<file path="src/rtl/rng_pkg.sv">
// Shared types and helpers for the random-number arbiter: FSM state,
// seed sanitising and the round-robin winner search.
package rng_pkg;

    // Arbiter phases: load seed, step the LFSR without serving, serve requests.
    typedef enum logic [1:0] {
        INIT   = 2'd0,
        WARMUP = 2'd1,
        SERVE  = 2'd2
    } rng_state_e;

    // Upper bounds the helper functions are written against.
    localparam int unsigned RrMaxReq = 32;
    localparam int unsigned RrIdxW   = 5;
    localparam int unsigned SeedMaxW = 64;

    // Round-robin search result: found is low when no request is pending.
    typedef struct packed {
        logic              found;
        logic [RrIdxW-1:0] idx;
    } rr_pick_t;

    // An all-ones seed is the lock-up state of an XNOR LFSR; clear bit 0 to escape it.
    // Only the low 'width' bits of the seed are meaningful.
    function automatic logic [SeedMaxW-1:0] sanitize_seed(
        input logic [SeedMaxW-1:0] seed,
        input int unsigned         width
    );
        logic                all_ones;
        logic [SeedMaxW-1:0] result;
        all_ones = 1'b1;
        for (int unsigned i = 0; i < SeedMaxW; i++) begin
            if (i < width && !seed[i]) begin
                all_ones = 1'b0;
            end
        end
        result = seed;
        if (all_ones) begin
            result[0] = 1'b0;
        end
        return result;
    endfunction

    // First set request bit searching upward from last+1, wrapping at n.
    // The previous winner is searched last, which gives the round-robin fairness.
    function automatic rr_pick_t rr_pick(
        input logic [RrMaxReq-1:0] req,
        input int unsigned         last,
        input int unsigned         n
    );
        rr_pick_t    r;
        int unsigned idx;
        r = '0;
        for (int unsigned i = 1; i <= RrMaxReq; i++) begin
            if (!r.found && i <= n) begin
                idx = (last + i) % n;
                if (req[idx[RrIdxW-1:0]]) begin
                    r.found = 1'b1;
                    r.idx   = idx[RrIdxW-1:0];
                end
            end
        end
        return r;
    endfunction

endpackage

</file>
<file path="src/rtl/lfsr.sv">
// Fibonacci LFSR with XNOR feedback. rst is synchronous and loads the seed;
// en advances one step. The all-ones word is the lock-up state.
module lfsr #(
    parameter int unsigned      Width   = 32,
    parameter logic [Width-1:0] TapMask = 32'b10000000001000000000000000000011
) (
    input  logic             clk,
    input  logic             rst,
    input  logic [Width-1:0] seed,
    input  logic             en,
    output logic [Width-1:0] q
);

    logic [Width-1:0] q_r;

    // Load the seed on rst, otherwise shift left with the XNOR of the tapped bits.
    always_ff @(posedge clk) begin
        if (rst) begin
            q_r <= seed;
        end else if (en) begin
            q_r <= {q_r[Width-2:0], ~^(q_r & TapMask)};
        end
    end

    assign q = q_r;

endmodule

</file>
<file path="src/rtl/rng_arbiter.sv">
// Shares one LFSR between NumReq requesters. After every seed load the LFSR
// is stepped WarmupCycles times, then one requester per cycle is granted in
// round-robin order. The LFSR advances only on a grant, so every word is
// handed out exactly once between seed loads.
//
// Handshakes: a grant is ack[i] high in a cycle; rsp_data is the word being
// consumed and the LFSR steps at the closing edge. The reseed handshake fires
// on a cycle where reseed_valid and reseed_ready are both high; reseed_seed is
// sampled on that edge and reseed_valid must stay high until then. Reseed has
// priority over grants in the same cycle.
module rng_arbiter
    import rng_pkg::*;
#(
    parameter int unsigned      NumReq       = 4,
    parameter int unsigned      Width        = 32,
    parameter logic [Width-1:0] TapMask      = 32'b10000000001000000000000000000011,
    parameter logic [Width-1:0] ResetSeed    = 32'h1,
    parameter int unsigned      WarmupCycles = 16
) (
    input  logic              clk,
    input  logic              rst,
    input  logic [NumReq-1:0] req,
    output logic [NumReq-1:0] ack,
    output logic [Width-1:0]  rsp_data,
    input  logic              reseed_valid,
    input  logic [Width-1:0]  reseed_seed,
    output logic              reseed_ready,
    output logic              busy
);

    localparam int unsigned IdxW = (NumReq > 1) ? $clog2(NumReq) : 1;
    localparam int unsigned CntW = (WarmupCycles > 0) ? $clog2(WarmupCycles + 1) : 1;

    // Last warm-up count value; only reachable when WarmupCycles > 0.
    localparam logic [CntW-1:0]  WarmLast     = CntW'((WarmupCycles > 0) ? WarmupCycles - 1 : 0);
    localparam logic [Width-1:0] ResetSeedSan = Width'(sanitize_seed(SeedMaxW'(ResetSeed), Width));
    localparam logic [IdxW-1:0]  RrLastReset  = IdxW'(NumReq - 1);

    rng_state_e       state;
    logic [Width-1:0] seed_q;
    logic [CntW-1:0]  warm_cnt;
    logic [IdxW-1:0]  rr_last;

    rr_pick_t         pick;
    logic             serve;
    logic             reseed_fire;
    logic             grant_fire;
    logic             lfsr_load;
    logic             lfsr_en;
    logic [Width-1:0] reseed_san;

    assign serve       = (state == SERVE);
    assign reseed_fire = serve && reseed_valid;
    assign pick        = rr_pick(RrMaxReq'(req), 32'(rr_last), NumReq);
    assign grant_fire  = serve && !reseed_valid && pick.found;
    assign lfsr_load   = (state == INIT);
    assign lfsr_en     = (state == WARMUP) || grant_fire;
    assign reseed_san  = Width'(sanitize_seed(SeedMaxW'(reseed_seed), Width));

    assign ack          = grant_fire ? (NumReq'(1) << pick.idx) : '0;
    assign reseed_ready = serve;
    assign busy         = !serve;

    // Phase sequencing, warm-up counting, seed capture and round-robin pointer update.
    always_ff @(posedge clk or posedge rst) begin
        if (rst) begin
            state    <= INIT;
            seed_q   <= ResetSeedSan;
            warm_cnt <= '0;
            rr_last  <= RrLastReset;
        end else begin
            case (state)
                INIT: begin
                    warm_cnt <= '0;
                    state    <= (WarmupCycles > 0) ? WARMUP : SERVE;
                end
                WARMUP: begin
                    warm_cnt <= warm_cnt + 1'b1;
                    if (warm_cnt == WarmLast) begin
                        state <= SERVE;
                    end
                end
                SERVE: begin
                    if (reseed_valid) begin
                        seed_q <= reseed_san;
                        state  <= INIT;
                    end else if (pick.found) begin
                        rr_last <= IdxW'(pick.idx);
                    end
                end
                default: begin
                    state <= INIT;
                end
            endcase
        end
    end

    lfsr #(
        .Width  (Width),
        .TapMask(TapMask)
    ) u_lfsr (
        .clk (clk),
        .rst (lfsr_load),
        .seed(seed_q),
        .en  (lfsr_en),
        .q   (rsp_data)
    );

endmodule

</file>
<file path="config.mk">
export PLATFORM = sky130hd
export DESIGN_NAME = rng_arbiter
export DESIGN_NICKNAME = d
export VERILOG_FILES = /design/src/rtl/rng_pkg.sv /design/src/rtl/lfsr.sv /design/src/rtl/rng_arbiter.sv
export SDC_FILE = /design/constraint.sdc
export NUM_CORES = 1
export LEC_CHECK = 0
export BUFFER_PORTS_ARGS = -buffer_cell sky130_fd_sc_hd__buf_2
export CORE_UTILIZATION = 45
export DETAILED_ROUTE_END_ITERATION = 6
export MAX_ROUTING_LAYER = met4
export PLACE_DENSITY = 0.77
export SLEW_MARGIN = 40
export SYNTH_ARGS = -nofsm -noshare
export SYNTH_HDL_FRONTEND = slang
export SYNTH_SLANG_ARGS = --single-unit
</file>
<file path="constraint.sdc">
create_clock -name clk -period 2.45 [get_ports clk]
set_input_delay 0.245 -clock clk [delete_from_list [all_inputs] [get_ports clk]]
set_output_delay 0.245 -clock clk [all_outputs]
set_load 0.02 [all_outputs]
</file>
# Yosys cells after proc, flatten, opt, wreduce, memory -nomap -nowiden
# Index checks and enable logic that the tools add are counted.
classes:
  muxes: 55
  n_reduce_logical: 12
  addsub: 5
  bitwise_logic: 1
  n_lt_le_gt_ge: 4
  n_eq_ne: 5
  shifts: 1
ops:
  columns: ["op", "n"]
  rows:
  - ["2-to-1 mux 32 bit", 2]
  - ["2-to-1 mux 6 bit", 7]
  - ["2-to-1 mux 1 bit", 37]
  - ["XNOR reduction 32 bit", 1]
  - ["< comparator 2 x 6 -> 1 bit (second input constant)", 4]
  - ["one-hot mux 5 bit (2 select lines)", 1]
  - ["binary-select mux 1 bit (select 2 bit)", 4]
  - ["one-hot mux 2 bit (3 select lines)", 1]
  - ["adder 5 x 1 -> 5 bit (second input constant)", 1]
  - ["equality test 5 x 4 -> 1 bit (second input constant)", 1]
  - ["<< shifter 1 x 5 -> 4 bit (first input constant)", 1]
  - ["adder 2 x 1 -> 2 bit (second input constant)", 2]
  - ["adder 2 bit (second input constant)", 2]
  - ["2-to-1 mux 2 bit", 2]
  - ["2-to-1 mux 4 bit", 1]
  - ["AND reduction 2 bit", 2]
  - ["nonzero test 2 bit", 2]
  - ["AND reduction 3 bit", 1]
  - ["equality test 2 x 1 -> 1 bit (second input constant)", 1]
  - ["equality test 2 bit (second input constant)", 1]
  - ["logical AND 1 bit", 2]
  - ["logical NOT 1 bit", 2]
  - ["logical NOT 2 bit", 1]
  - ["!= test 2 x 1 -> 1 bit (second input constant)", 1]
  - ["other kinds (3)", 3]
totals:
  input_bits: 39
  elab_cells: 88
  reg_bits: 73

# Longest topological paths before layout
# Gate-level depths: netlist of the first run.
logic_depth:
  depth_word: 33
  ltp_mapped: 7
  depth_no_buf: 5

# Modules after synthesis
# From an unflattened synthesis of the first run, not the netlist that was laid out.
hier_totals:
  cells_unflattened: 210
  hier_area_um2: 3452.1
modules_own_cells:
  columns: ["module", "n_inst", "cells_each", "area_each_um2"]
  rows:
  - ["rng_arbiter", 1, 137, 1933.1]
  - ["lfsr", 1, 73, 1519.0]

# Least setup slack after synthesis of the first run
# Ideal clock, no wire load.
synth_timing:
  path_type: "reg2reg"
  start: "reg state[0]"
  end: "reg u_lfsr.q_r[0] (netlist: u_lfsr.q[0]), enable pin"
  period_less_slack_ps: 2160
  required_time_ps: 2056
  stages_incl_launch_ff: 5
  setup_time_ps: 394
  setup_slack_ps: 290
  path_buffers: 1
  arrival_time_ps: 1766
  path_cell_list: "dfrtp_1 -> buf_6 -> nand2b_4 -> nor3_2 -> nand2b_1"
synth_between:
  elab_chain_cells: 5
  word_cells_on_any_way: 7
synth_lines:
  columns: ["item", "line", "text"]
  rows:
  - ["from (decl)", "rng_arbiter.sv:39", "rng_state_e state;"]
  - ["from (signal assigned)", "rng_arbiter.sv:75", "state <= (WarmupCycles > 0) ? WARMUP : SERVE;"]
  - ["equality test 2 bit", "rng_arbiter.sv:52", "assign serve = (state == SERVE);"]
  - ["logical AND 1 bit (2 in series)", "rng_arbiter.sv:55", "assign grant_fire = serve && !reseed_valid && pick.found;"]
  - ["logical OR 1 bit", "rng_arbiter.sv:57", "assign lfsr_en = (state == WARMUP) || grant_fire;"]
  - ["nonzero test 2 bit (no line) (*)", null, null]
  - ["to (signal assigned)", "lfsr.sv:21", "q_r <= {q_r[Width-2:0], ~^(q_r & TapMask)};"]
  - ["to (decl)", "lfsr.sv:14", "logic [Width-1:0] q_r;"]
# Mark *: on every way between the ends. The rest lies on a longest branch, timed or not.
# A chain may end at the register's enable or synchronous reset.

# Worst setup path after layout of the first run
layout_timing:
  start: "reg state[1]"
  end: "out ack[1]"
layout_between:
  elab_chain_cells: 4
layout_lines:
  columns: ["item", "line", "text"]
  rows:
  - ["equality test 2 bit", "rng_arbiter.sv:52", null]
  - ["logical AND 1 bit (2 in series)", "rng_arbiter.sv:55", null]
  - ["2-to-1 mux 4 bit", "rng_arbiter.sv:60", "assign ack = grant_fire ? (NumReq'(1) << pick.idx) : '0;"]
  - ["to (decl)", "rng_arbiter.sv:23", "output logic [NumReq-1:0] ack,"]
# No other way between the ends.

==> results list, run 1 <==
- Antenna cell count: 0
* Via count of the first global-routing pass: 2006
- Clock slew at the register clock pins of the worst setup and hold paths: 0.07 ns
* Clock tree from TritonCTS: done
- By startpoint and endpoint, the worst setup path is classified as flop to primary output.
- DRC violation count after routing: 0
- The region available for standard cell placement spans 6940 um2.
- Min-Delay Startpoint: reseed_seed[27]
- Ports: 77
- The most used flip-flop cell after synthesis is sky130_fd_sc_hd__dfrtp_1.
- The wire-length estimate of the detail-placed layout is 4250 um.
- The Yosys step of the flow raised 0 warnings.
* Minimum clock period after layout: 2.11 ns
* Worst Tran Pin Value: 0.622 ns
* Maximum clock frequency: 473 MHz
- Post-route worst setup slack: 0.337 ns
* Reg2reg end: u_lfsr.q[14]
* Largest net degree at the start of global routing: 34
- Leaving out filler cells and counting taps, the final layout contains 397.
- Yosys top cell by area: sky130_fd_sc_hd__edfxtp_1
- Initial core utilization: 0.475
* Initial detailed-routing violation count: 142
- IR analysis of the VDD net gives a maximum drop of 0.548 mV.
- Global-route usage over all layers: 0.187
- In the finished design, the share of the clock period the worst path needs comes to 0.863.
* Max-cap violations: 0
- Buffers inserted to repair hold after CTS numbered 1.
- Worst Path Required: 2.20 ns
* Critical path arrival: 1.87 ns
- CTS Root Cell: sky130_fd_sc_hd__clkbuf_8
- Number of search-and-repair iterations in the first detailed-routing pass: 4
* Worst Reg2Reg Path Length in Cells: 4
- Along the worst path, the maximum fanout reaches 12.
- Fillcell total: 589
- Pwr per Cell Area: 1140 nW/um2
* Delay of the slowest cell on the worst path: 0.62 ns
* Floorplan row count: 30
- The startpoint identified for the worst register-to-register timing path is state[1].
- In this run the static leakage power is 1.85 nW.
* Max H-tree Level: 3
- In the final layout, the share of cells above drive strength 1 is 0.545.
- First-pass GRT wire length: 10100 um
- The worst hold path was traced through 2 stages.
* Setup slack of the worst register-to-register path: 0.54 ns
* Clock Skews: 0.00436 ns
- Kind of start point of the critical path: flop
- Count of mapped cells out of synthesis: 213
* Fraction of post-synthesis cell area in the top cell type by area: 0.292
- The number of antenna violations at the first check in global routing is 0.
* Gr ovfl total: 0
* Overall routed net length: 6300 um
* Die extent in x: 87.6 um
* Count of input and output buffers: 76
* RePlAce Congestion: 0.869
- The path with the worst hold slack has its endpoint at seed_q[27].
* Post-CTS Setup Inserts: 0
- Number of nets in the synthesized netlist: 254
* EDFF count, synth: 32
* Vias per Instance: 5.07
- Prior to clock tree synthesis, the placed netlist has a worst setup slack of 0.533 ns.
- Total via count in the routed design: 2014
- Most repeated cell in the gate-level netlist after synthesis: sky130_fd_sc_hd__dfrtp_1
- Type of the worst min-delay path: primary input to flop
- Setup repair after global routing left no endpoint under its margin.
* CTS Buf Count: 9
- Counting every sink on the clock net gives 73.
- The longest clock path from root to sink contains 2 buffers.
- The floorplan step set the die height to 87.6 um.
* Post-synthesis cell area: 3300 um2
- Setup total negative slack on the finished layout was measured at 0 ns.
* Full die area: 7670 um2
- The final layout contains 337 nets.
* Cell-by-cell listing of the critical path: nand2b_4 -> nor3_2 -> a21bo_2 -> nor2b_2 -> buf_2
- The later pin in the worst-skew pair is clocked with a latency of 0.33 ns.
- Average instance area after synthesis: 15.5 um2
- Sorting the synthesized cells by how often they occur yields 38 x sky130_fd_sc_hd__dfrtp_1, 35 x sky130_fd_sc_hd__mux2_2, 32 x sky130_fd_sc_hd__edfxtp_1, 28 x sky130_fd_sc_hd__mux2_4, 9 x sky130_fd_sc_hd__nand4_1.
* Antenna Violating Nets Remaining: 0
- The slowest stage of the critical path belongs to the cell sky130_fd_sc_hd__dfrtp_1.
- Max-slew violation count: 0
- The worst setup path is captured at a primary output.
- Total of flip-flops plus latches after synthesis: 73
- Distinct cells, synth: 38
- Setup violations remaining at the end of the flow were counted as 0.
- Status: completed
- In this run, placement finished with an instance count of 380.
- Headroom to the max-slew limit came out at 0.585.
* Synth top area cells: sky130_fd_sc_hd__edfxtp_1 29%, sky130_fd_sc_hd__dfrtp_1 29%, sky130_fd_sc_hd__mux2_4 13%
* Area growth from synthesis to final layout: 19.8%
* Synth async-reset ratio: 0.562
- Count of instances resized after the clock tree is built: 0
* Number of hold violations in the final report: 0
- Dividing the detail-routed wire length by the instance count gives 15.9 um.
- The share of the Yosys chip area taken by registers is 0.604.
## critical path: cells and delay by family (launching register included)
family | cells | cell delay, ns
buffers and inverters | 1 | 0.16
AO/OA/AOI/OAI | 1 | 0.28
AND/OR/NAND/NOR | 3 | 0.48
flip-flops | 1 | 0.62
## worst max-delay path by stage
stage | start | to | depth (start not counted)
floorplan | state[0] | u_lfsr.q[0] | 4
global placement | state[1] | u_lfsr.q[27] | 4
detailed placement | state[1] | u_lfsr.q[29] | 4
CTS | state[1] | ack[1] | 5
global route | state[1] | ack[0] | 5
finish | state[1] | ack[1] | 5
## metal layers
layer  share of wire  up-vias  GRT usage
li1                -      956          -
met1            0.48      994      0.246
met2            0.47       54      0.284
met3           0.029       10     0.0311
met4           0.021        0     0.0879
met5               0        -          -
## through the flow
step / hold WS (ns) / instance area (um2) / power [mW] / util
floorplan: 0.355 / 3300 / 3.20 / -
global placement: 0.437 / 3760 / 3.64 / 0.541
finish: 0.156 / 3950 / 4.51 / 0.569
detailed placement: 0.313 / 3760 / 3.67 / 0.542
CTS: 0.138 / 3950 / 4.56 / 0.569
global route: 0.147 / 3950 / 4.78 / 0.569
## state kept, by name, summed over array words and instances, names as in the netlist
register and cells:
state 2, seed_q 32, rr_last 2, warm_cnt 5
u_lfsr.q 32
## where the power goes
group          switching (mW)  internal [mW]  total (mW)
registers               0.283           1.86        2.14
logic                   0.766          0.734        1.50
clock network           0.412          0.460       0.872
total                    1.46           3.05        4.51
## kinds of logic after synthesis
kind of cell    synth area share
flops                      0.604
mux                        0.250
simple gates              0.0721
compound gates            0.0319
buf+inv                   0.0262
xor+xnor                 0.00797
fa+ha+maj                0.00759
## layout by cell type, fill, tap and decap left out, types with 2 or more instances in the layout
master	instances
sky130_fd_sc_hd__inv_1	4
sky130_fd_sc_hd__mux2_2	35
sky130_fd_sc_hd__xnor2_1	2
sky130_fd_sc_hd__ha_1	2
sky130_fd_sc_hd__dfstp_2	3
sky130_fd_sc_hd__nor2_1	4
sky130_fd_sc_hd__o21ai_0	6
sky130_fd_sc_hd__clkinv_2	2
sky130_fd_sc_hd__clkbuf_8	9
sky130_fd_sc_hd__nand3_1	2
sky130_fd_sc_hd__o21ai_1	2
sky130_fd_sc_hd__nand2b_1	4
sky130_fd_sc_hd__edfxtp_1	32
sky130_fd_sc_hd__mux2_4	28
sky130_fd_sc_hd__nand2_1	8
sky130_fd_sc_hd__dfrtp_1	38
sky130_fd_sc_hd__clkinv_1	3
sky130_fd_sc_hd__buf_2	76
sky130_fd_sc_hd__clkbuf_1	2
sky130_fd_sc_hd__buf_4	3
sky130_fd_sc_hd__a21oi_1	3
sky130_fd_sc_hd__or4_1	2
sky130_fd_sc_hd__nor2b_1	3
sky130_fd_sc_hd__nand4_1	9
## final cells by class
type	count	area [um2]	area share
clock buffers	11	131	0.0333
clock inverters	5	46.3	0.0117
inverters	6	23.8	0.00602
multi-input cells	126	1220	0.310
flip-flops and latches	73	1990	0.504
well taps	96	120	0.0304
repair buffers	80	413	0.105
(Power assumes the default switching activity.)
==> run 2, diff against run 1 <==
--- a/constraint.sdc
+++ b/constraint.sdc
@@ -3,2 +3,2 @@
 set_output_delay 0.245 -clock clk [all_outputs]
-set_load 0.02 [all_outputs]
+set_load 0.05 [all_outputs]
==> results list, run 2 (synthesis results as in run 1) <==
- VDD sags by at most 0.815 mV.
- Summed over all layers, the routed wires come to 6260 um.
* Full die area: 7670 um2
- Antenna violations before repair: 0
- TritonCTS created 9 clock buffers.
- Dividing the final minimum period by the clock period gives 0.912.
- STA puts the critical path data arrival time at 1.99 ns.
* Setup repair after global routing missed its margin: no
- Via count of the first global-routing pass: 2020
- Measured along the x axis, the die boundary spans 87.6 um.
- Final setup TNS: 0 ns
- The filler cells instantiated in the layout total 560.
* Post-Place Cells: 382
- Entering global routing, the biggest net connects 34 pins.
- The final max-slew violation count is 0.
- Commonest non-fill, non-tap cells in the layout: 76 x sky130_fd_sc_hd__buf_2, 38 x sky130_fd_sc_hd__dfrtp_1, 35 x sky130_fd_sc_hd__mux2_2
- Max Root-Sink Buffers: 2
- DRC violation count after routing: 0
- Floorplan row count: 30
* Kind of start point of the critical path: flop
- Met2 layer wire length in the routed design: 2920 um
* Highest routing layer actually used: met4
- The net count of the finished layout is 339.
- Summed over all cells, the static leakage comes to 1.88 nW.
- Placeable core region: 6940 um2
* Count of placed standard cells in the final layout, fillers left out: 399
- Hold Buf Count CTS: 1
* Max_slew headroom: 0.593
* Status: completed
- The tightest min-delay check is of the primary input to flop type.
* Global-route usage over all layers: 0.182
- Ratio of cells with drive above 1 in the final layout: 0.561
- Clock-pin slew was measured on the worst setup and hold paths at 0.07 ns.
* Routed length per instance: 15.7 um
- 77 I/O pins were placed.
* Initial detailed-routing violation count: 63
- TritonCTS built the clock tree.
* Count of input and output buffers: 76
- Post-CTS Setup Inserts: 0
- Minimum clock period after layout: 2.23 ns
* Final Setup Violations: 0
* Final Core Density: 0.577
* Clock Latency Late Sink: 0.33 ns
- Total via count in the routed design: 2035
* CTS Root Cell: sky130_fd_sc_hd__clkbuf_8
- The first global-routing pass estimated 9890 um of wire.
* Vias per Instance: 5.10
* Routed wl met3: 232 um
- Die Span Y: 87.6 um
- Area growth from synthesis to final layout: 21.5%
- In this run, post-CTS repair resized a total of 0 instances.
* Crit path kind: flop to primary output
- Worst Tran Pin Value: 0.610 ns
* Most common cell after layout, fill and taps aside: sky130_fd_sc_hd__buf_2
- Initial core utilization: 0.475
- The number of hold violations in the final report is 0.
- The count of nets left with antenna violations once routing finished came out at 0.
- Number of search-and-repair iterations in the first detailed-routing pass: 4
- Met1 WL: 2940 um
* Max H-tree Level: 3
* Sum of net half-perimeters after detailed placement: 4400 um
* Worst Path Required: 2.20 ns
- Clock Skews: 0.00493 ns
- Routability-driven placement finished with a final weighted congestion of 0.860.
* # clock sinks: 73
- Global routing finished with a remaining overflow of 0.
- Of all nets on the critical path, the largest fanout is 12.
- In this run the power density over the cells is 1330 nW/um2.
* Worst hold slack across all endpoints: 0.153 ns
- Max-cap violations: 0
- Maximum clock frequency: 448 MHz
- STA classifies the critical path endpoint as a primary output.
* Antenna cell count: 0
[run 2: changes by cell type in the layout (fill, tap and decap cells not counted)]
| cell | before | now |
|---|---|---|
| sky130_fd_sc_hd__buf_4 | 3 | 5 |
| sky130_fd_sc_hd__bufinv_16 | 1 | 2 |
| sky130_fd_sc_hd__clkbuf_1 | 2 | 0 |
| sky130_fd_sc_hd__clkbuf_8 | 9 | 10 |
| sky130_fd_sc_hd__clkinv_1 | 3 | 1 |
| sky130_fd_sc_hd__clkinv_2 | 2 | 3 |
| sky130_fd_sc_hd__clkinvlp_4 | 0 | 1 |
[run 2: final timing paths]
path | start | end | slack [ns] | cells after the start
setup / recovery | state[1] | ack[1] | 0.22 | 5
max in group asynchronous | rst | seed_q[10] | 1.43 | 4
hold reg to reg | warm_cnt[3] | warm_cnt[3] | 0.47 | 1
setup reg to reg | state[1] | u_lfsr.q[4] | 0.51 | 4
hold / removal | reseed_seed[14] | seed_q[14] | 0.15 | 2
min in group asynchronous | rst | warm_cnt[1] | 0.48 | 3
[run 2: power breakdown]
part	switching, mW	leakage, nW	internal (mW)	total (mW)
sequential	0.281	0.850	1.86	2.14
clock	0.431	0.110	0.594	1.02
combinational	1.41	0.923	0.743	2.15
total	2.12	1.88	3.19	5.31
[run 2: layout make-up]
cell class,count,area (um2),area share
Clock inverter,6,81.3,0.0203
Sequential cell,73,1990,0.497
Multi-Input combinational cell,126,1220,0.306
Inverter,6,23.8,0.00594
Timing Repair Buffer,82,428,0.107
Tap cell,96,120,0.0300
Clock buffer,10,138,0.0344
[run 2: critical path, cell delays in order, from the launching register on]
cell and delay, ns:
sky130_fd_sc_hd__dfrtp_1 0.63, sky130_fd_sc_hd__nand2b_4 0.11, sky130_fd_sc_hd__nor3_2 0.29, sky130_fd_sc_hd__a21bo_2 0.28, sky130_fd_sc_hd__nor2b_2 0.09, sky130_fd_sc_hd__buf_2 0.25
[run 2: stage by stage]
step | worst slack, ns | power [mW] | instance area [um2]
floorplan | 0.222 | 3.82 | 3300
global placement | 0.574 | 4.28 | 3770
detailed placement | 0.529 | 4.31 | 3780
CTS | 0.214 | 5.35 | 4010
global route | 0.0908 | 5.57 | 4010
finish | 0.216 | 5.31 | 4010
[run 2: routing by layer]
layer / GRT usage / vias up
li1: - / 958
met1: 0.230 / 1006
met2: 0.286 / 58
met3: 0.0283 / 13
met4: 0.0939 / 0
met5: - / -
==> run 3, diff against run 2 <==
--- a/config.mk
+++ b/config.mk
@@ -8,2 +8,3 @@
 export BUFFER_PORTS_ARGS = -buffer_cell sky130_fd_sc_hd__buf_2
+export CORE_ASPECT_RATIO = 1.5
 export CORE_UTILIZATION = 45
@@ -12,2 +13,3 @@
 export PLACE_DENSITY = 0.77
+export SKIP_LAST_GASP = 1
 export SLEW_MARGIN = 40
==> constraint.sdc (replaced) <==
create_clock -name clk -period 2.45 [get_ports clk]
set_input_delay 0.49 -clock clk [delete_from_list [all_inputs] [get_ports clk]]
set_output_delay 0.49 -clock clk [all_outputs]
set_load 0.05 [all_outputs]
==> results list, run 3 (synthesis results as in run 1) <==
* Final Core Density: 0.579
- # clock sinks: 73
* Number of search-and-repair iterations in the first detailed-routing pass: 4
- Placeable core region: 6990 um2
- Dividing the detail-routed via count by the number of cells gives 5.09.
- Final Setup Violations: 0
- For the worst-skew pair, the clock arrives at the later sink with an insertion delay of 0.35 ns.
* Clock Skews: 0.0106 ns
- The worst-case IR drop observed on VDD is 0.605 mV.
* Ports: 77
* Worst hold slack across all endpoints: 0.260 ns
- In this run, the number of DRC markers left after iteration 0 of detailed routing was 87.
- Antenna violations before repair: 0
* Worst Tran Pin Value: 0.614 ns
- Antenna cell count: 0
- Detailed placement finished with a half-perimeter wire length of 4490 um.
* Clock slew at the register clock pins of the worst setup and hold paths: 0.07 ns
* Most common cell after layout, fill and taps aside: sky130_fd_sc_hd__buf_2
- Max-cap violations: 0
* Initial core utilization: 0.471
- Pwr per Cell Area: 1340 nW/um2
- The first global-routing pass estimated 10300 um of wire.
* DRC violation count after routing: 0
- The path class of the tightest hold or removal check is primary input to asynchronous set/reset pin.
* Total via count in the routed design: 2032
* Worst Path Required: 1.96 ns
- CTS Root Cell: sky130_fd_sc_hd__clkbuf_8
* Leakage component of the power: 1.89 nW
* Ratio of cells with drive above 1 in the final layout: 0.560
* Worst setup EP type: primary output
- For met1 alone, demand over resource in global routing was 0.235.
* Maximum fanout along the worst path: 8
- Buffers placed on the I/O ports in this run total 76.
- The clock passes through at most 2 buffers.
- Met2 Track Usage GR: 0.288
* Area growth from synthesis to final layout: 22.7%
- Final net count: 338
- For this design, the CTS-stage hold fixing added 0 buffers.
* Gr ovfl total: 0
- The critical path is of the flop to primary output type.
- In this run the vertical extent of the chip is 107 um.
- After detailed routing, the total wire length is 6290 um.
- Kind of start point of the critical path: flop
- Global-route usage over all layers: 0.187
* RePlAce Congestion: 0.755
* Antenna Violating Nets Remaining: 0
* Largest net degree at the start of global routing: 42
* Max_slew headroom: 0.590
* Fillcell total: 570
- Layer carrying the most global-route usage: met2
* Full die area: 7680 um2
- Status: completed
- For this run, the top clock speed supported by timing is 428 MHz.
- Data on the critical path arrives at its endpoint at 1.84 ns.
- Measured along the x axis, the die boundary spans 71.9 um.
- The final max-slew violation count was 0.
- Setup repair after global routing missed its margin: no
- Commonest non-fill, non-tap cells in the layout: 74 x sky130_fd_sc_hd__buf_2, 38 x sky130_fd_sc_hd__dfrtp_1, 35 x sky130_fd_sc_hd__mux2_2
- Dividing the final minimum period by the clock period gives 0.953.
- Minimum clock period after layout: 2.33 ns
- Setup slack on the critical path of the routed design comes to 0.115 ns.
- Max H-tree Level: 3
- The number of hold violations in the final report came to 0.
- Clock tree synthesis inserted a total of 9 buffers.
- Final setup TNS: 0 ns
- Routed length per instance: 15.8 um
- The number of global-route vias before repair came to 2084.
* Setup slack after placement: 0.409 ns
- After floorplanning, the core was divided into 37 placement rows.
- Buffers added to address setup during post-CTS repair amount to 0.
- TritonCTS built the clock tree.
* Met3 GRT Util: 0.0498
-- run 3: cell types whose count changed in the layout (fill, tap and decap cells not counted), sizes merged --
cell         change
clkinvlp         -1
dlygate4sd3      -1
clkbuf           +3
clkinv           -1
buf              -2
bufinv           +1
-- run 3: per-stage QoR --
| stage | cell area [um2] | instances | power (mW) |
|---|---|---|---|
| after floorplan | 3300 | 213 | 3.82 |
| after global placement | 3790 | 383 | 4.28 |
| after detailed placement | 3790 | 383 | 4.32 |
| after CTS | 4030 | 399 | 5.47 |
| after global routing | 4050 | 399 | 5.69 |
| final | 4050 | 399 | 5.42 |
-- run 3: area by class of cell --
type,count,area (um2),share of cell area
multi-input cells,126,1230,0.304
repair buffers,81,435,0.108
well taps,97,121,0.0300
clock buffers,11,141,0.0350
inverters,6,22.5,0.00557
flip-flops and latches,73,1990,0.492
clock inverters,5,104,0.0257
-- run 3: power by group --
part / leakage, nW / total [mW] / internal, mW / switching (mW)
logic: 0.920 / 2.15 / 0.753 / 1.40
registers: 0.850 / 2.13 / 1.86 / 0.271
clock network: 0.124 / 1.14 / 0.705 / 0.436
total: 1.89 / 5.42 / 3.32 / 2.10
-- run 3: worst max-delay path: stages (launching register included) --
cell and delay [ns]:
sky130_fd_sc_hd__dfrtp_1 0.48, sky130_fd_sc_hd__nand2b_4 0.21, sky130_fd_sc_hd__nor3_4 0.22, sky130_fd_sc_hd__a21bo_2 0.27, sky130_fd_sc_hd__nor2b_2 0.10, sky130_fd_sc_hd__clkbuf_4 0.23
-- run 3: routing by layer --
metal  routed length, um  up-vias
li1                    -      955
met3                 278       10
met1                2700     1005
met4                 101        0
met5                   0        -
met2                3220       62
-- run 3: path summary, 6_finish.rpt --
kind	start	end	slack (ns)	cells after the start
worst max-delay path	state[0]	ack[1]	0.12	5
worst min-delay path	rst	seed_q[23]	0.26	3
worst max register to register	state[0]	seed_q[18]	0.68	4
worst min register to register	seed_q[0]	seed_q[0]	0.47	2
max in group asynchronous	rst	rr_last[0]	1.80	3
min in group clk	reseed_seed[0]	seed_q[0]	0.38	3
-- run 3: timing repair --
| action | CTS | global route |
|---|---|---|
| setup endpoints to repair | 0 | 4 |
| resized for setup | 0 | 3 |
| hold endpoints to repair | 0 | 0 |
